<file path="config.mk">
export PLATFORM = sky130hd
export DESIGN_NAME = uart_reg_ctrl
export DESIGN_NICKNAME = d
export VERILOG_FILES = /design/src/rtl/uart_reg_pkg.sv /design/src/rtl/uart_irq_status.sv /design/src/rtl/uart_reg_ctrl.sv
export SDC_FILE = /design/constraint.sdc
export NUM_CORES = 1
export LEC_CHECK = 0
export ABC_CLOCK_PERIOD_IN_PS = 6200
export CAP_MARGIN = 20
export CORE_MARGIN = 1.5
export CORE_UTILIZATION = 45
export CTS_BUF_LIST = sky130_fd_sc_hd__clkbuf_16
export CTS_CLUSTER_DIAMETER = 50
export DETAILED_ROUTE_END_ITERATION = 16
export HOLD_SLACK_MARGIN = 0.08
export PLACE_DENSITY = 0.89
export SLEW_MARGIN = 20
export SYNTH_ARGS = -nofsm -noshare
export SYNTH_HDL_FRONTEND = slang
export SYNTH_HIERARCHICAL = 1
export SYNTH_SLANG_ARGS = --single-unit
</file>
<file path="constraint.sdc">
create_clock -name pclk -period 6.2 [get_ports pclk]
set_input_delay 1.24 -clock pclk [delete_from_list [all_inputs] [get_ports pclk]]
set_output_delay 1.24 -clock pclk [all_outputs]
set_load 0.02 [all_outputs]
</file>
<file path="src/rtl/uart_reg_pkg.sv">
// Shared definitions for the UART register sequencer: register offsets,
// FSM state encoding, register-select codes and bit positions.
package uart_reg_pkg;

    localparam logic [11:0] OFS_TXDATA  = 12'h000;
    localparam logic [11:0] OFS_RXDATA  = 12'h004;
    localparam logic [11:0] OFS_CTRL    = 12'h008;
    localparam logic [11:0] OFS_BAUDDIV = 12'h00C;
    localparam logic [11:0] OFS_STATUS  = 12'h010;
    localparam logic [11:0] OFS_IRQEN   = 12'h014;

    typedef enum logic [2:0] {
        ST_IDLE,
        ST_WR,
        ST_WR_WAIT,
        ST_RD,
        ST_RD_HOLD
    } uart_reg_state_e;

    typedef enum logic [2:0] {
        SEL_TXDATA,
        SEL_RXDATA,
        SEL_CTRL,
        SEL_BAUDDIV,
        SEL_STATUS,
        SEL_IRQEN,
        SEL_NONE
    } uart_reg_sel_e;

    localparam int CTRL_TX_EN    = 3;
    localparam int CTRL_RX_EN    = 2;
    localparam int CTRL_PAR_EN   = 1;
    localparam int CTRL_PAR_ODD  = 0;

    localparam int STAT_OVR      = 4;
    localparam int STAT_RX_FULL  = 3;
    localparam int STAT_RX_EMPTY = 2;
    localparam int STAT_TX_FULL  = 1;
    localparam int STAT_TX_EMPTY = 0;

    localparam int IRQ_OVR       = 3;
    localparam int IRQ_RX_FULL   = 2;
    localparam int IRQ_RX_AVAIL  = 1;
    localparam int IRQ_TX_EMPTY  = 0;

endpackage

</file>
<file path="src/rtl/uart_irq_status.sv">
// Sticky overrun flag and the registered, enable-masked interrupt output.
module uart_irq_status
    import uart_reg_pkg::*;
(
    input  logic       pclk,
    input  logic       prst,
    input  logic       rx_overrun,
    input  logic       ovr_clr,
    input  logic [3:0] irqen,
    input  logic       rx_full,
    input  logic       rx_empty,
    input  logic       tx_empty,
    output logic       ovr,
    output logic       irq
);

    logic       ovr_d, ovr_q;
    logic       irq_d, irq_q;
    logic [3:0] src;

    always_comb begin
        // NOTE: every combinational output gets a default first so no latch is inferred.
        src = '0;
        src[IRQ_OVR]      = ovr_q;
        src[IRQ_RX_FULL]  = rx_full;
        src[IRQ_RX_AVAIL] = ~rx_empty;
        src[IRQ_TX_EMPTY] = tx_empty;

        // A new overrun in the same cycle as the STATUS-read clear must not be lost.
        ovr_d = ovr_q;
        if (rx_overrun) begin
            ovr_d = 1'b1;
        end else if (ovr_clr) begin
            ovr_d = 1'b0;
        end

        irq_d = |(irqen & src);
    end

    // NOTE: state registers use non-blocking assignments so all flops update together.
    always_ff @(posedge pclk or posedge prst) begin
        if (prst) begin
            ovr_q <= 1'b0;
            irq_q <= 1'b0;
        end else begin
            ovr_q <= ovr_d;
            irq_q <= irq_d;
        end
    end

    assign ovr = ovr_q;
    assign irq = irq_q;

endmodule

</file>
<file path="src/rtl/uart_reg_ctrl.sv">
// Register bank and access sequencer behind the UART APB slave: decodes
// writes/reads, drives the FIFO push/pop ports and returns ack/error pulses.
module uart_reg_ctrl
    import uart_reg_pkg::*;
#(
    parameter int          ADDR_W      = 12,
    parameter int          DATA_W      = 32,
    parameter int          TX_WAIT_MAX = 16,
    parameter logic [15:0] BAUD_RST    = 16'd27
) (
    input  logic              pclk,
    input  logic              prst,
    input  logic [ADDR_W-1:0] waddr,
    input  logic [DATA_W-1:0] wdata,
    input  logic              wr_en,
    input  logic [ADDR_W-1:0] raddr,
    input  logic              rd_en,
    output logic [DATA_W-1:0] rdata,
    output logic              rack,
    output logic              wack,
    output logic              raddrerr,
    output logic              waddrerr,
    input  logic              tx_full,
    input  logic              tx_empty,
    input  logic              rx_full,
    input  logic              rx_empty,
    input  logic [7:0]        rx_data,
    input  logic              rx_overrun,
    output logic              tx_push,
    output logic [7:0]        tx_data,
    output logic              rx_pop,
    output logic [3:0]        ctrl,
    output logic [15:0]       baud_div,
    output logic              irq
);

    localparam int CNT_W = (TX_WAIT_MAX > 1) ? $clog2(TX_WAIT_MAX) : 1;

    uart_reg_state_e   state_d, state_q;
    uart_reg_sel_e     sel;
    logic [ADDR_W-1:0] addr_d, addr_q;
    logic [15:0]       wdata_d, wdata_q;
    logic [CNT_W-1:0]  wait_cnt_d, wait_cnt_q;
    logic [DATA_W-1:0] rdata_d, rdata_q;
    logic              rack_d, rack_q, raddrerr_d, raddrerr_q;
    logic              wack_d, wack_q, waddrerr_d, waddrerr_q;
    logic              tx_push_d, tx_push_q, rx_pop_d, rx_pop_q;
    logic [7:0]        tx_data_d, tx_data_q;
    logic [3:0]        ctrl_d, ctrl_q, irqen_d, irqen_q;
    logic [15:0]       baud_d, baud_q;
    logic              ovr_clr_d, ovr_clr_q;
    logic              ovr;
    logic [4:0]        status;
    logic              unused_wdata;

    // Only the low 16 bits of any register are implemented.
    assign unused_wdata = ^wdata[DATA_W-1:16];

    function automatic uart_reg_sel_e reg_decode(input logic [ADDR_W-1:0] a);
        if (a == ADDR_W'(OFS_TXDATA))  return SEL_TXDATA;
        if (a == ADDR_W'(OFS_RXDATA))  return SEL_RXDATA;
        if (a == ADDR_W'(OFS_CTRL))    return SEL_CTRL;
        if (a == ADDR_W'(OFS_BAUDDIV)) return SEL_BAUDDIV;
        if (a == ADDR_W'(OFS_STATUS))  return SEL_STATUS;
        if (a == ADDR_W'(OFS_IRQEN))   return SEL_IRQEN;
        return SEL_NONE;
    endfunction

    always_comb begin
        status = '0;
        status[STAT_OVR]      = ovr;
        status[STAT_RX_FULL]  = rx_full;
        status[STAT_RX_EMPTY] = rx_empty;
        status[STAT_TX_FULL]  = tx_full;
        status[STAT_TX_EMPTY] = tx_empty;
    end

    always_comb begin
        sel        = reg_decode(addr_q);
        state_d    = state_q;
        addr_d     = addr_q;
        wdata_d    = wdata_q;
        wait_cnt_d = wait_cnt_q;
        rdata_d    = '0;
        rack_d     = 1'b0;
        raddrerr_d = 1'b0;
        wack_d     = 1'b0;
        waddrerr_d = 1'b0;
        tx_push_d  = 1'b0;
        tx_data_d  = '0;
        rx_pop_d   = 1'b0;
        ovr_clr_d  = 1'b0;
        ctrl_d     = ctrl_q;
        baud_d     = baud_q;
        irqen_d    = irqen_q;

        case (state_q)
            ST_IDLE: begin
                // Write wins a tie; the held rd_en is served on a later pass.
                if (wr_en) begin
                    addr_d  = waddr;
                    wdata_d = wdata[15:0];
                    state_d = ST_WR;
                end else if (rd_en) begin
                    addr_d  = raddr;
                    state_d = ST_RD;
                end
            end
            ST_WR: begin
                state_d = ST_IDLE;
                wack_d  = 1'b1;
                case (sel)
                    SEL_TXDATA: begin
                        if (tx_full) begin
                            wack_d     = 1'b0;
                            wait_cnt_d = '0;
                            state_d    = ST_WR_WAIT;
                        end else begin
                            tx_push_d = 1'b1;
                            tx_data_d = wdata_q[7:0];
                        end
                    end
                    SEL_CTRL:    ctrl_d  = wdata_q[3:0];
                    SEL_BAUDDIV: baud_d  = wdata_q;
                    SEL_IRQEN:   irqen_d = wdata_q[3:0];
                    default:     waddrerr_d = 1'b1;
                endcase
            end
            ST_WR_WAIT: begin
                if (!tx_full) begin
                    tx_push_d = 1'b1;
                    tx_data_d = wdata_q[7:0];
                    wack_d    = 1'b1;
                    state_d   = ST_IDLE;
                end else if (wait_cnt_q == CNT_W'(TX_WAIT_MAX - 1)) begin
                    wack_d     = 1'b1;
                    waddrerr_d = 1'b1;
                    state_d    = ST_IDLE;
                end else begin
                    wait_cnt_d = wait_cnt_q + CNT_W'(1);
                end
            end
            ST_RD: begin
                rack_d  = 1'b1;
                state_d = ST_RD_HOLD;
                case (sel)
                    SEL_RXDATA: begin
                        rdata_d  = rx_empty ? '0 : DATA_W'(rx_data);
                        rx_pop_d = ~rx_empty;
                    end
                    SEL_CTRL:    rdata_d = DATA_W'(ctrl_q);
                    SEL_BAUDDIV: rdata_d = DATA_W'(baud_q);
                    SEL_STATUS: begin
                        rdata_d   = DATA_W'(status);
                        ovr_clr_d = 1'b1;
                    end
                    SEL_IRQEN:   rdata_d = DATA_W'(irqen_q);
                    default:     raddrerr_d = 1'b1;
                endcase
            end
            ST_RD_HOLD: begin
                // rd_en is a level; one access phase must yield exactly one rack/pop.
                if (!rd_en) begin
                    state_d = ST_IDLE;
                end
            end
            default: state_d = ST_IDLE;
        endcase
    end

    always_ff @(posedge pclk or posedge prst) begin
        if (prst) begin
            state_q    <= ST_IDLE;
            addr_q     <= '0;
            wdata_q    <= '0;
            wait_cnt_q <= '0;
            rdata_q    <= '0;
            rack_q     <= 1'b0;
            raddrerr_q <= 1'b0;
            wack_q     <= 1'b0;
            waddrerr_q <= 1'b0;
            tx_push_q  <= 1'b0;
            tx_data_q  <= '0;
            rx_pop_q   <= 1'b0;
            ovr_clr_q  <= 1'b0;
            ctrl_q     <= '0;
            baud_q     <= BAUD_RST;
            irqen_q    <= '0;
        end else begin
            state_q    <= state_d;
            addr_q     <= addr_d;
            wdata_q    <= wdata_d;
            wait_cnt_q <= wait_cnt_d;
            rdata_q    <= rdata_d;
            rack_q     <= rack_d;
            raddrerr_q <= raddrerr_d;
            wack_q     <= wack_d;
            waddrerr_q <= waddrerr_d;
            tx_push_q  <= tx_push_d;
            tx_data_q  <= tx_data_d;
            rx_pop_q   <= rx_pop_d;
            ovr_clr_q  <= ovr_clr_d;
            ctrl_q     <= ctrl_d;
            baud_q     <= baud_d;
            irqen_q    <= irqen_d;
        end
    end

    uart_irq_status u_irq_status (
        .pclk       (pclk),
        .prst       (prst),
        .rx_overrun (rx_overrun),
        .ovr_clr    (ovr_clr_q),
        .irqen      (irqen_q),
        .rx_full    (rx_full),
        .rx_empty   (rx_empty),
        .tx_empty   (tx_empty),
        .ovr        (ovr),
        .irq        (irq)
    );

    assign rdata    = rdata_q;
    assign rack     = rack_q;
    assign raddrerr = raddrerr_q;
    assign wack     = wack_q;
    assign waddrerr = waddrerr_q;
    assign tx_push  = tx_push_q;
    assign tx_data  = tx_data_q;
    assign rx_pop   = rx_pop_q;
    assign ctrl     = ctrl_q;
    assign baud_div = baud_q;

endmodule
</file>
# Word-level counts from Yosys, hierarchy flattened
# Index checks and enable logic that the tools add are counted.
[totals]
out_inout_bits = 67
regBits = 108
[op_classes]
n_eq_ne = 22
reduce_logical = 16
addsub = 1
bitwise = 2
muxes = 74
[ops]
columns = ["cell", "count"]
rows = [
  ["$pmux W16 S5", 1],
  ["$mux W3", 18],
  ["$mux W1", 37],
  ["$eq A12 B4 Y1 const B", 2],
  ["$eq A12 B5 Y1 const B", 2],
  ["$mux W12", 2],
  ["$mux W8", 3],
  ["$mux W16", 1],
  ["$mux W4", 4],
  ["$pmux W8 S2", 1],
  ["$pmux W3 S5", 1],
  ["$eq A12 B3 Y1 const B", 1],
  ["$eq A3 B2 Y1 const B", 4],
  ["$logic_not A12 Y1", 1],
  ["$ne A2 B2 Y1 const B", 5],
  ["$reduce_and A2 Y1", 5],
  ["$eq A3 B3 Y1 const B", 3],
  ["$pmux W4 S2", 1],
  ["$reduce_or A4 Y1", 2],
  ["$eq A3 B1 Y1 const B", 2],
  ["$logic_not A3 Y1", 2],
  ["$ne A3 B3 Y1 const B", 2],
  ["$pmux W1 S2", 3],
  ["$reduce_bool A2 Y1", 3],
  ["other kinds (8)", 9],
]

# Logic depth before layout (Yosys ltp)
# Gate-level depths: netlist of run 1.
[depth]
word_depth = 27
ltp_mapped = 6
depth_no_buf = 6

# Cells and area by module
# Netlist of run 1, hierarchy kept.
[modules_own_cells]
columns = ["mod", "cells_each", "area_each_um2", "instances", "seq_area_each_um2"]
rows = [
  ["uart_reg_ctrl", 319, 3966.3, 1, 2257.2],
  ["uart_irq_status", 9, 87.6, 1, 50.0],
]

# Worst setup path after synthesis of run 1
# Ideal clock, no wire load.
[synth_path]
path_kind = "input to register"
from = "input port wr_en"
to = "register wdata_q[0]"
path_stages = 4
required_time_ps = 6075
path_buffers = 2
t_arrival_ps = 2480
path_slack_ps = 3595
cell_sequence = "buf_2 > nor4b_2 > buf_4 > mux2_2"
[synth_between]
elab_chain_len = 1
[synth_rtl]
columns = ["element", "line", "text"]
rows = [
  ["start, declared", "uart_reg_ctrl.sv:15", "input logic wr_en,"],
  ["$reduce_and A2 Y1 (no source line)", "n/a", ""],
  ["end signal, assigned", "uart_reg_ctrl.sv:192", "wdata_q <= wdata_d;"],
  ["end, declared", "uart_reg_ctrl.sv:42", "logic [15:0] wdata_d, wdata_q;"],
]
# No other way between the ends.
# A chain may end at the register's enable or synchronous reset.

# Worst setup path after layout of run 1
[layout_path]
from = "input port wr_en"
to = "register wdata_q[6]"
# Same word-level chain as after synthesis.

==> results of run 1 <==
[layout make-up]
class | count | area [um^2]
Timing Repair Buffer | 110 | 1101
Clock inverter | 7 | 102.6
Inverter | 6 | 23.77
Multi-Input combinational cell | 212 | 1574
Sequential cell | 92 | 2307
Tap cell | 108 | 135.1
Fill cell | 686 | 3252
Clock buffer | 9 | 225.2
[power breakdown]
| group | internal, mW | leakage, nW | switching [mW] |
|---|---|---|---|
| registers | 0.721 | 1.19 | 0.137 |
| clock network | 0.359 | 0.157 | 0.230 |
| logic | 0.225 | 1.08 | 0.214 |
[how the worst max path moves through the flow]
stage,start,to,slack [ns],cells past startpoint
2_1_floorplan,prst,addr_q[0]$_DFFE_PP0P_,2.63,1
3_3_place_gp,wr_en,wdata_q[4]$_DFFE_PP0P_,2.45,4
3_5_place_dp,wr_en,wdata_q[5]$_DFFE_PP0P_,2.39,4
4_1_cts,wr_en,wdata_q[6]$_DFFE_PP0P_,2.67,4
5_1_grt,wr_en,wdata_q[6]$_DFFE_PP0P_,2.64,4
6_report,wr_en,wdata_q[6]$_DFFE_PP0P_,2.75,4
[synth_stat cells (2+ instances only)]
master / count / area [um^2]
dfrtp_1: 88 / 2202
mux2_2: 40 / 450.4
nor2_1: 31 / 116.4
a21oi_1: 20 / 100.1
mux2i_1: 20 / 200.2
buf_4: 19 / 142.6
and2_1: 9 / 56.30
and3_1: 9 / 56.30
nand3_1: 8 / 40.04
a22oi_1: 6 / 45.04
clkbuf_1: 6 / 22.52
inv_1: 6 / 22.52
buf_2: 5 / 25.02
nand2_1: 5 / 18.77
dfstp_2: 4 / 105.1
nand2b_1: 4 / 25.02
nand3b_1: 4 / 30.03
o21ai_0: 4 / 20.02
o22ai_1: 4 / 25.02
buf_6: 3 / 33.78
o31ai_1: 3 / 22.52
nor4_1: 2 / 12.51
nor4_2: 2 / 25.02
or3_1: 2 / 12.51
[per-layer routing]
metal | part of all wire | up-vias | GRT usage
met5 | 0 | - | 0
met4 | 0.011 | 0 | 0.05934
met3 | 0.061 | 13 | 0.04366
met2 | 0.51 | 105 | 0.3347
met1 | 0.42 | 1396 | 0.2375
li1 | - | 1327 | -
[through the flow]
stage | util | setup WS [ns] | instance area, um^2 | cells | power, mW
2_1_floorplan | - | 2.631 | 4110 | 343 | 1.163
3_3_place_gp | 0.5878 | 2.447 | 5126 | 527 | 1.265
3_5_place_dp | 0.5878 | 2.389 | 5126 | 527 | 1.301
4_1_cts | 0.6254 | 2.673 | 5454 | 543 | 1.894
5_1_grt | 0.6271 | 2.644 | 5469 | 544 | 1.986
6_report | 0.6271 | 2.745 | 5469 | 544 | 1.886
[state kept, by name, indices dropped and copies added, names as in the netlist, 3 cells and up]
name / cells
addr_q: 12
baud_div: 16
ctrl: 4
irqen_q: 4
rdata: 16
state_q: 3
tx_data: 8
wait_cnt_q: 4
wdata_q: 16
[cell families after synthesis]
group | after synthesis | share of synthesized area
buffers and inverters | 39 | 0.06080
and+or+nand+nor | 89 | 0.1330
AOI/OAI and AO/OA | 45 | 0.06852
xor gates and xnor gates | 1 | 0.004013
muxes | 60 | 0.1605
DFF | 92 | 0.5691
other | 1 | 0.0009250
adders and majority gates | 1 | 0.003086
==> summary.md, run 1 <==
| Metric | Value |
|---|---|
| PwrDens | `344.9 nW/um^2` |
| Min-delay worst type | `flop to flop` |
| Cts repair resizes | `0` |
| ANT nets after route | `0` |
| Vias per Instance | `5.222` |
| Leakage power | `2.422 nW` |
| Setup TNS Final | `0 ns` |
| Overall Global Routing Usage | `0.1920` |
| Num rows | `34` |
| Final period utilization | `0.5572` |
| Async S/R FF share, synth | `1.000` |
| Max_cap viols | `0` |
| Placeable core region | `8721 um^2` |
| Hold Path Sink | `baud_div[14]$_DFFE_PP0P_` |
| CTS H-tree lvls | `3` |
| Cell family with the largest share of critical-path delay | `buffers and inverters` |
| WHS Path Cells | `1` |
| Number of global-route vias before repair | `2982` |
| Area grow syn2layout | `34.91%` |
| Worst-Skew Late Latency | `0.34 ns` |
| Routed wire length | `9000 um` |
| Leading cell types in the layout, fill and taps excluded | `107 x clkdlybuf4s50_1, 88 x dfrtp_1, 40 x mux2_2` |
| CTS Sinks | `92` |
| CP max-delay cell | `clkdlybuf4s50_1` |
| First drt pass iteration count | `4` |
| Final setup viols | `0` |
| Number of enable flip-flop cells after synthesis | `0` |
| Worst-margin pin slew | `0.8293 ns` |
| Initial antenna violation count | `0` |
| Synth unique cells | `48` |
| Crit-path cells | `clkdlybuf4s50_1 > nor4b_4 > buf_4 > mux2_2` |
| Cells after Synth | `328` |
| Clock root cell | `clkbuf_16` |
| Arr. time, crit path | `3.67 ns` |
| Post-CTS Setup Bufs | `0` |
| Synth Register Bits | `92` |
| Worst r2r dst | `rdata[6]$_DFF_PP0_` |
| CTS tree | `built` |
| Post-DP HPWL | `6449 um` |
| Avg Cell Area, Syn | `12.36 um^2` |
| Cell Area, Synth | `4054 um^2` |
| Clock-pin slew on the worst setup and hold paths | `0.06 ns` |
| GRT overflow | `0` |
| Hold_sp | `wdata_q[14]$_DFFE_PP0P_` |
| CP required | `6.41 ns` |
| R2R Path Start | `addr_q[7]$_DFFE_PP0P_` |
| Outcome | `finished, final reports clean` |
| Fmax | `289.5 MHz` |
| Die area | `9587 um^2` |
| First-pass GRT wire length | `14540 um` |
| CP bufs+invs | `2` |
| Die X | `97.92 um` |
| Main flop type after synthesis | `dfrtp_1` |
| CP Max Fanout | `15` |
| Drc violations | `0` |
| Antenna cell count | `0` |
| VDD IR-drop max | `0.1620 mV` |
| Cts hold-fix bufs | `0` |
| Worst slew margin | `0.4454` |
| CP Launch Type | `input port` |
| I/O pin cnt | `140` |
| Final Hold Fails | `0` |
| Hold Slack | `0.5053 ns` |
| Largest net degree at the start of global routing | `91` |
| Largest stage delay on the critical path | `1.01 ns` |
| Layout cells sized above 1 | `0.1720` |
| Worst reg2reg path depth | `5` |
| Total CTS buffers | `9` |
| CTS max path bufs | `2` |
| RSZ-0062 raised after global routing | `no` |
| Slew Limit Fails | `0` |
| GPL Wtd Cong | `0.8055` |
| Die height | `97.92 um` |
| Initial DRC count | `135` |
| Nets@finish | `505` |
| R2R Setup Slk | `3.96 ns` |
| Initial Util | `0.4648` |
| Most common cell after layout, fill and taps aside | `clkdlybuf4s50_1` |
| Clk_skew | `0.008482 ns` |
| Setup crit end kind | `flop` |
| Ys Warns | `6` |
| Routed wire per std cell | `16.54 um` |
| Min cycle time layout | `3.455 ns` |
| Routed vias | `2841` |
| Setup CP Type | `input port to flop` |
| Seq/Total Area, Yosys | `0.5691` |
| Port bufs | `107` |
Note: power is estimated with default switching activity, not from simulation.
==> inputs of run 2 (changes only) <==
Settings changed: ABC_CLOCK_PERIOD_IN_PS 6200 to 3330.
Clock period 6.2 ns to 3.33 ns, I/O delays scaled along.
==> run 2 against run 1 <==
Against the previous run: non-clock buffer count is 2 higher; total power is 84% higher; critical path type is now flop to flop; critical endpoint is now rdata[5]$_DFF_PP0_; register-to-register slack worse by 2.9 ns.
==> summary.md, run 2 (synthesis gave the netlist of run 1 again) <==
| Metric | Value |
|---|---|
| Min cycle time layout | `2.292 ns` |
| Drc violations | `0 (unchanged)` |
| Post-DP HPWL | `6361 um (-1.4%)` |
| Final Hold Fails | `0 (unchanged)` |
| Num rows | `34 (unchanged)` |
| CTS tree | `built` |
| # fillers | `672 (-2.0%)` |
| Placeable core region | `8721 um^2 (unchanged)` |
| Routed wire per std cell | `16.27 um (-1.6%)` |
| CTS max path bufs | `2 (unchanged)` |
| Max_cap viols | `0 (unchanged)` |
| Initial Util | `0.4648 (unchanged)` |
| Worst-margin pin slew | `0.8148 ns (-0.01448 ns)` |
| CP required | `3.58 ns (-2.83 ns)` |
| Routed vias | `2855 (+0.49%)` |
| Worst-Skew Late Latency | `0.33 ns (about the same)` |
| Final period utilization | `0.6884` |
| Post-Route M1 WL | `3772 um (+0.45%)` |
| Antenna cell count | `0 (unchanged)` |
| Overall Power | `3.472 mW (+84%)` |
| Outcome | `finished, final reports clean` |
| Clock-pin slew on the worst setup and hold paths | `0.06 ns (about the same)` |
| GPL Wtd Cong | `0.8144 (+1.1%)` |
| Min-delay worst type | `flop to flop` |
| Slew Limit Fails | `0 (unchanged)` |
| First-pass GRT wire length | `14690 um (+1.0%)` |
| First drt pass iteration count | `4 (unchanged)` |
| PwrDens | `634.0 nW/um^2 (+84%)` |
| Cts repair resizes | `0 (unchanged)` |
| Clk_skew | `0.007756 ns (-0.0007252 ns)` |
| Most common cell after layout, fill and taps aside | `clkdlybuf4s50_1` |
| I/O pin cnt | `140 (unchanged)` |
| Routed wire length | `8886 um (-1.3%)` |
| RSZ-0062 raised after global routing | `no` |
| Fmax | `436.2 MHz` |
| CTS Sinks | `92 (unchanged)` |
| Arr. time, crit path | `2.54 ns (-1.13 ns)` |
| Worst reg2reg path depth | `5 (unchanged)` |
| Max Used Layer | `met4` |
| Cts hold-fix bufs | `0 (unchanged)` |
| Clock root cell | `clkbuf_16` |
| Initial DRC count | `133 (-1.5%)` |
| Total CTS buffers | `9 (unchanged)` |
| Die height | `97.92 um (unchanged)` |
| WHS Path Cells | `1 (unchanged)` |
| Die X | `97.92 um (unchanged)` |
| GRT overflow | `0 (unchanged)` |
| Met3 WL | `513 um (-6.0%)` |
| CP Max Fanout | `11 (-4)` |
| Number of global-route vias before repair | `2926 (-1.9%)` |
| Final setup viols | `0 (unchanged)` |
| Worst slew margin | `0.4548 (+0.009382)` |
| Setup crit end kind | `flop` |
| Post-CTS Setup Bufs | `0 (unchanged)` |
| VDD IR-drop max | `0.4360 mV (+170%)` |
| Port bufs | `107 (unchanged)` |
| Die area | `9587 um^2 (unchanged)` |
| Leading cell types in the layout, fill and taps excluded | `107 x clkdlybuf4s50_1, 88 x dfrtp_1, 40 x mux2_2` |
| Initial antenna violation count | `0 (unchanged)` |
| Setup TNS Final | `0 ns (unchanged)` |
| Overall Global Routing Usage | `0.1929 (+0.0009581)` |
| Layout cells sized above 1 | `0.1712 (-0.0007855)` |
| ANT nets after route | `0 (unchanged)` |
| Leakage power | `2.431 nW (+0.40%)` |
| Area grow syn2layout | `35.09%` |
| Met2 wire length | `4523 um (-1.7%)` |
| Setup CP Type | `flop to flop` |
| Vias per Instance | `5.229 (+0.12%)` |
| Largest net degree at the start of global routing | `91 (unchanged)` |
| CTS H-tree lvls | `3 (unchanged)` |
| CP Launch Type | `flop` |
| Nets@finish | `507 (+0.40%)` |
-- run 2: cell count changes in the layout (fill, tap and decap cells not counted), moves of 2 or more --
| cell | previous run | this run |
|---|---|---|
| buf_6 | 2 | 0 |
| buf_4 | 1 | 4 |
| clkinv_1 | 0 | 2 |
| inv_6 | 4 | 1 |
-- run 2: cell type report --
class	count	area [um^2]	area share
sequential	92	2307	0.4213
multi-input combinational	212	1574	0.2874
timing repair buffer	112	1121	0.2047
clock buffer	9	225.2	0.04112
tap	108	135.1	0.02467
clock inverter	7	90.09	0.01645
inverter	6	23.77	0.004341
-- run 2: path summary, 6_finish.rpt --
path / from / end / slack, ns
max: addr_q[7]$_DFFE_PP0P_ / rdata[5]$_DFF_PP0_ / 1.04
min: wdata_q[15]$_DFFE_PP0P_ / wdata_q[15]$_DFFE_PP0P_ / 0.50
max reg2reg: addr_q[7]$_DFFE_PP0P_ / rdata[5]$_DFF_PP0_ / 1.04
min reg2reg: wdata_q[15]$_DFFE_PP0P_ / wdata_q[15]$_DFFE_PP0P_ / 0.50
max in group asynchronous: prst / wait_cnt_q[2]$_DFFE_PP0P_ / 2.18
min in group asynchronous: prst / u_irq_status/irq$_DFF_PP0_ / 0.55
-- run 2: metrics by stage --
stage / std cells / utilization / hold WS [ns] / setup WS (ns) / cell area, um^2
CTS: 546 / 0.6280 / 0.5073 / 1.067 / 5477
global route: 546 / 0.6280 / 0.5166 / 0.8650 / 5477
global placement: 530 / 0.5918 / 0.4758 / 0.8793 / 5161
floorplan: 343 / - / 0.4072 / 0.3354 / 4110
detailed placement: 530 / 0.5918 / 0.4917 / 0.8318 / 5161
finish: 546 / 0.6280 / 0.5045 / 1.038 / 5477
-- run 2: worst max-delay path, cell delays in order (launching register included) --
cell	delay [ns]
dfrtp_1	0.38
nor3_1	0.39
nand3b_1	0.36
nor2_1	0.73
a22oi_1	0.20
nor2_1	0.15
-- run 2: report_power, final --
group	switching, mW	total, mW	internal, mW
Sequential	0.253	1.60	1.34
Clock	0.404	1.06	0.654
Combinational	0.397	0.818	0.421
-- run 2: metal layers --
metal / vias up / GRT usage
met5: - / 0
met2: 115 / 0.3289
met4: 0 / 0.05934
met3: 8 / 0.04868
li1: 1332 / -
met1: 1400 / 0.2422
==> edit 1, RTL diff (flow settings as in run 2) <==
`OFS_BAUDDIV`: 12'h00C -> 12'h008.
--- a/src/rtl/uart_reg_pkg.sv
+++ b/src/rtl/uart_reg_pkg.sv
@@ -6,5 +6,5 @@
     localparam logic [11:0] OFS_RXDATA  = 12'h004;
     localparam logic [11:0] OFS_CTRL    = 12'h008;
-    localparam logic [11:0] OFS_BAUDDIV = 12'h00C;
+    localparam logic [11:0] OFS_BAUDDIV = 12'h008;
     localparam logic [11:0] OFS_STATUS  = 12'h010;
     localparam logic [11:0] OFS_IRQEN   = 12'h014;
Behaviour: not the same (Yosys sat finds a counterexample within 4 cycles, from zero or initial values and one cycle with prst high).
==> edit 1 against run 2 <==
First-iteration DRC count grew 12%; largest cell class unchanged; highest routed layer unchanged; wire length down 20%; count of clock-buffer cells in the layout unchanged; synthesized area fell by 13%; design area down 13%; sequential cell count fell by 8; worst setup slack improved by 0.17 ns; largest power group unchanged; non-clock buffer count shrank 9; power down 9.0%; critical path depth shrank 4; fmax increased by 8.0%; die area decreased by 13%.
==> edit 1: results (changes against run 2) <==
- The adder-cell share of the synthesized area was 0.356% (+0.047 points).
- The critical hold path startpoint is baud_div[1]$_DFFE_PP1P_.
- The largest incremental delay on the critical path is 0.60 ns (-0.13 ns).
- The worst relative slew slack is 40.4% (-5.0 points).
- The count of routing violations after the opening detailed-route iteration is 149 (+12%).
- The number of antenna violations at the first check in global routing is 0 (unchanged).
- For hold timing, the worst endpoint is baud_div[1]$_DFFE_PP1P_.
- The global-route wire length before repair is 11900 um (-19%).
- The overall routing resource usage is 18.4% (-0.90 points).
- The switching power share of the total is 31.6% (+1.3 points).
- The critical register-to-register path startpoint is addr_q[2]$_DFFE_PP0P_.
- The number of distinct standard cells referenced by the synthesized netlist came to 52 (+8.3%).
- The number of antenna diodes is 0 (unchanged).
- The insertion delay of the later-clocked pin in the worst-skew pair is 0.33 ns (about the same).
- Among all stages on the critical path, the largest delay is contributed by clkdlybuf4s50_1.
- The leakage power summed over all cells was 0.00210 uW (-14%).
- The HPWL after detailed placement is 5170 um (-19%).
- The clock transition at the registers of the reported paths is 0.07 ns.
- The number of global-route vias before repair is 2448 (-16%).
- The endpoint of the worst-slack reg-to-reg timing path is wait_cnt_q[2]$_DFFE_PP0P_.
- The maximum number of pins on one net before global-route repair is 55 (-40%).
- The clock root buffer is clkbuf_16.
- The number of port buffers is 99 (-7.5%).
- Yosys attributes the largest share of cell area to dfrtp_1 57%, mux2_2 3.8%, buf_4 3.6%.
- The maximum fanout count along the critical path is 2 (-9).
- The peak supply drop was 0.000358 V (-18%).
- The number of levels in the clock H-tree is 3 (unchanged).
- The number of buffers inserted by post-CTS setup repair is 0 (unchanged).
- Ranked by instance count, the synthesized netlist is headed by 80 x dfrtp_1, 25 x nor2_1, 18 x clkbuf_1.
- The fraction of synthesized cell area in xor and xnor cells is 0.748% (+0.35 points).
- The data arrival time of the worst path was 1.46 ns (-1.08 ns).
- The depth of the worst register-to-register path is 4 (-1).
- The flow ran to the end, and the final reports show no timing, DRC or antenna violations.
- The post-route clock skew is 0.00720 ns (-0.000555 ns).
- The fraction of synthesized area in multiplexers is 8.97% (-7.1 points).
- The wire length per cell after detailed routing is 14.6 um (-10%).
- The number of nets in the final layout was 453 (-11%).
- The number of detailed-route iterations in the first pass is 4 (unchanged).
- The share of the synthesized area in compound gates (AO/OA/AOI/OAI) is 7.65% (+0.80 points).
- The number of vias per cell came to 4.84 (-7.4%).
- The class of the tightest hold or removal check is register to register.
- The maximum buffer depth of the clock tree is 2 (unchanged).
- The largest delay contributor family on the critical path is buffers and inverters.
- The sequential fraction of the synthesis area came to 60.0% (+3.0 points).
- The weighted congestion at the end of routability-driven global placement is 0.792 (-2.7%).
- The synthesis warning total is 6 (unchanged).
- The CTS buffer count was 9 (unchanged).
- The share of synthesized flip-flops with an asynchronous set or reset was 100% (unchanged).
- The fraction of layout cells with a size suffix above 1 is 13.0% (-4.1 points).
- The post-route antenna net violation count is 0 (unchanged).
- The post-cts resize count is 0 (unchanged).
- The number of cells traversed by the worst hold path is 0 (-1).
- The register-to-register setup slack came to 1.48 ns (+0.44 ns).
edit 1: cell types whose count changed in the layout (fill, tap and decap cells not counted), moves of 5 or more:
cell             before  now
and2_1                9    4
and3_1                9    2
clkdlybuf4s50_1     107   99
conb_1               16   24
dfrtp_1              88   80
mux2_2               40   12
mux2i_1              20   12
nor2_1               31   25
nor3b_1               1   10
edit 1: power by group through the flow:
| stage | logic [uW] | registers (uW) | clock network (uW) |
|---|---|---|---|
| finish | 733 | 1420 | 1010 |
| global route | 822 | 1450 | 1070 |
| CTS | 744 | 1420 | 1030 |
| detailed placement | 738 | 1430 | 0 |
| global placement | 708 | 1410 | 0 |
| floorplan | 604 | 1380 | 0 |
edit 1: logic make-up (layout without fill, tap and decap cells):
family / after synthesis / in the layout
compound gates: 40 / 40
mux: 28 / 28
other cells: 1 / 24
xor+xnor: 3 / 3
buf+inv: 53 / 127
flops: 84 / 84
fa+ha+maj: 1 / 1
simple gates: 77 / 77
edit 1: how the worst max path moves through the flow:
| stage | start | to |
|---|---|---|
| 6_report | baud_div[3]$_DFFE_PP1P_ | baud_div[3] |
| 5_1_grt | wr_en | addr_q[5]$_DFFE_PP0P_ |
| 4_1_cts | baud_div[3]$_DFFE_PP1P_ | baud_div[3] |
| 3_5_place_dp | wr_en | addr_q[10]$_DFFE_PP0P_ |
| 3_3_place_gp | wr_en | wdata_q[0]$_DFFE_PP0P_ |
| 2_1_floorplan | prst | addr_q[0]$_DFFE_PP0P_ |
edit 1: metal layers:
layer	part of all wire (%)	up-vias	wire, um	GRT usage, %
li1	-	1116	-	-
met4	1.3	0	92	8.07
met5	0	-	0	0
met3	3.8	8	270	2.76
met1	43	1151	3050	23.8
met2	52	77	3680	30.7
edit 1: cell type report:
| type | instances | area [um^2] |
|---|---|---|
| multi-input combinational | 173 | 1180 |
| tap | 102 | 128 |
| sequential | 84 | 2110 |
| clock inverter | 7 | 82.6 |
| inverter | 8 | 31.3 |
| clock buffer | 9 | 225 |
| timing repair buffer | 103 | 1020 |
| fill | 607 | 2870 |
edit 1: per-stage QoR:
stage               area, um^2  hold slack, ns  setup WS, ns  cells  util, %
global placement          4470           0.357          1.04    470     58.4
global route              4770           0.371          1.10    486     62.4
CTS                       4770           0.366          1.19    486     62.4
finish                    4770           0.365          1.21    486     62.4
detailed placement        4470           0.357          1.00    470     58.4
floorplan                 3600           0.407         0.562    310        -
==> edit 2, RTL diff (flow settings as in run 2) <==
Without the edit above. Encoding of `uart_reg_state_e`: now Gray code (3 bits for 5 states).
--- a/src/rtl/uart_reg_pkg.sv
+++ b/src/rtl/uart_reg_pkg.sv
@@ -11,9 +11,9 @@
 
     typedef enum logic [2:0] {
-        ST_IDLE,
-        ST_WR,
-        ST_WR_WAIT,
-        ST_RD,
-        ST_RD_HOLD
+        ST_IDLE    = 3'b000,
+        ST_WR      = 3'b001,
+        ST_WR_WAIT = 3'b011,
+        ST_RD      = 3'b010,
+        ST_RD_HOLD = 3'b110
     } uart_reg_state_e;
 
Check against the original RTL: same outputs for any inputs over 4 cycles, from zero or initial values and one cycle with prst high; so few cycles prove little.
==> edit 2 against run 2 <==
Non-clock buffer count fell by 1; power shrank 3.4%; sequential cell count stayed put; synthesized area down 1.5%; design area down 1.3%; worst setup slack improved by 0.13 ns; global-route usage grew 0.57 points; wire length grew 1.6%.
==> edit 2: results (changes against run 2) <==
- The endpoint of the worst-slack reg-to-reg timing path is baud_div[5]$_DFFE_PP0P_.
- The number of detailed-route iterations in the first pass is 5 (+1).
- The depth of the worst register-to-register path is 4 (-1).
- The HPWL after detailed placement is 6310 um (-0.84%).
- The post-route clock skew is 0.00674 ns (-0.00101 ns).
- The average instance area after synthesis is 12.3 um^2 (-0.63%).
- The count of routing violations after the opening detailed-route iteration is 143 (+7.5%).
- The commonest cells after synthesis are 88 x dfrtp_1, 40 x mux2_2, 22 x nor2_1.
- By area the synthesized netlist is led by dfrtp_1 55%, mux2_2 11%, mux2i_1 4.5%.
- The detailed-route wire length came to 9030 um (+1.6%).
- The standard cell area after detailed placement is 5110 um^2 (-0.97%).
- The critical hold path startpoint is wdata_q[4]$_DFFE_PP0P_.
- The largest incremental delay on the critical path is 0.50 ns (-0.23 ns).
- The worst hold margin is 0.499 ns (-0.00577 ns).
- The worst slack at placement was 0.919 ns (+0.0869 ns).
- The post-placement cell count is 529 (-0.19%).
- The leakage power summed over all cells is 0.00241 uW (-0.85%).
- The worst hold path terminates at tx_data[4]$_DFF_PP0_.
- The critical path's slowest cell is dfrtp_1.
- The fraction of layout cells with a size suffix above 1 is 15.8% (-1.3 points).
- The adder-cell share of the synthesized area is 0.313% (+0.0048 points).
- The worst relative slew slack was 50.6% (+5.1 points).
- The maximum fanout count along the critical path is 16 (+5).
- The overall routing resource usage is 19.9% (+0.57 points).
- The number of nets in the final layout is 506 (-0.20%).
- The peak supply drop came to 0.000290 V (-34%).
- The number of distinct standard cells referenced by the synthesized netlist is 43 (-10%).
- The global-route wire length before repair is 14600 um (-0.33%).
- The flow ran to the end, and the final reports show no timing, DRC or antenna violations.
- The weighted congestion at the end of routability-driven global placement came to 0.823 (+1.0%).
- The critical register-to-register path startpoint is state_q[1]$_DFFE_PP0P_.
- The share of the synthesized area in compound gates (AO/OA/AOI/OAI) came to 8.09% (+1.2 points).
- The total via count after detailed routing is 2905 (+1.8%).
edit 2: final cells by class:
class / count / area [um^2]
clock buffers: 9 / 225
inverters: 8 / 31.3
clock inverters: 7 / 66.3
fillers: 693 / 3280
well taps: 108 / 135
multi-input cells: 210 / 1520
repair buffers: 111 / 1110
flip-flops and latches: 92 / 2310
edit 2: power by group:
part	leakage (uW)	total (uW)	switching, uW	internal, uW
combinational	0.00110	784	403	381
sequential	0.00117	1570	241	1330
clock	0.000141	996	419	577
total	0.00241	3350	1060	2290
edit 2: routing by layer:
metal | track usage, % | share of wire, % | routed length (um) | vias to the layer above
met2 | 33.1 | 50 | 4480 | 145
met4 | 8.58 | 2.3 | 204 | 0
li1 | - | - | - | 1324
met5 | 0 | 0 | 0 | -
met3 | 5.25 | 7.1 | 645 | 19
met1 | 24.4 | 41 | 3690 | 1417
edit 2: worst register-to-register path: stages (launching register included):
cell,delay [ns]
dfrtp_1,0.50
nor3b_1,0.39
nand4_1,0.25
nor2_4,0.50
mux2_2,0.40
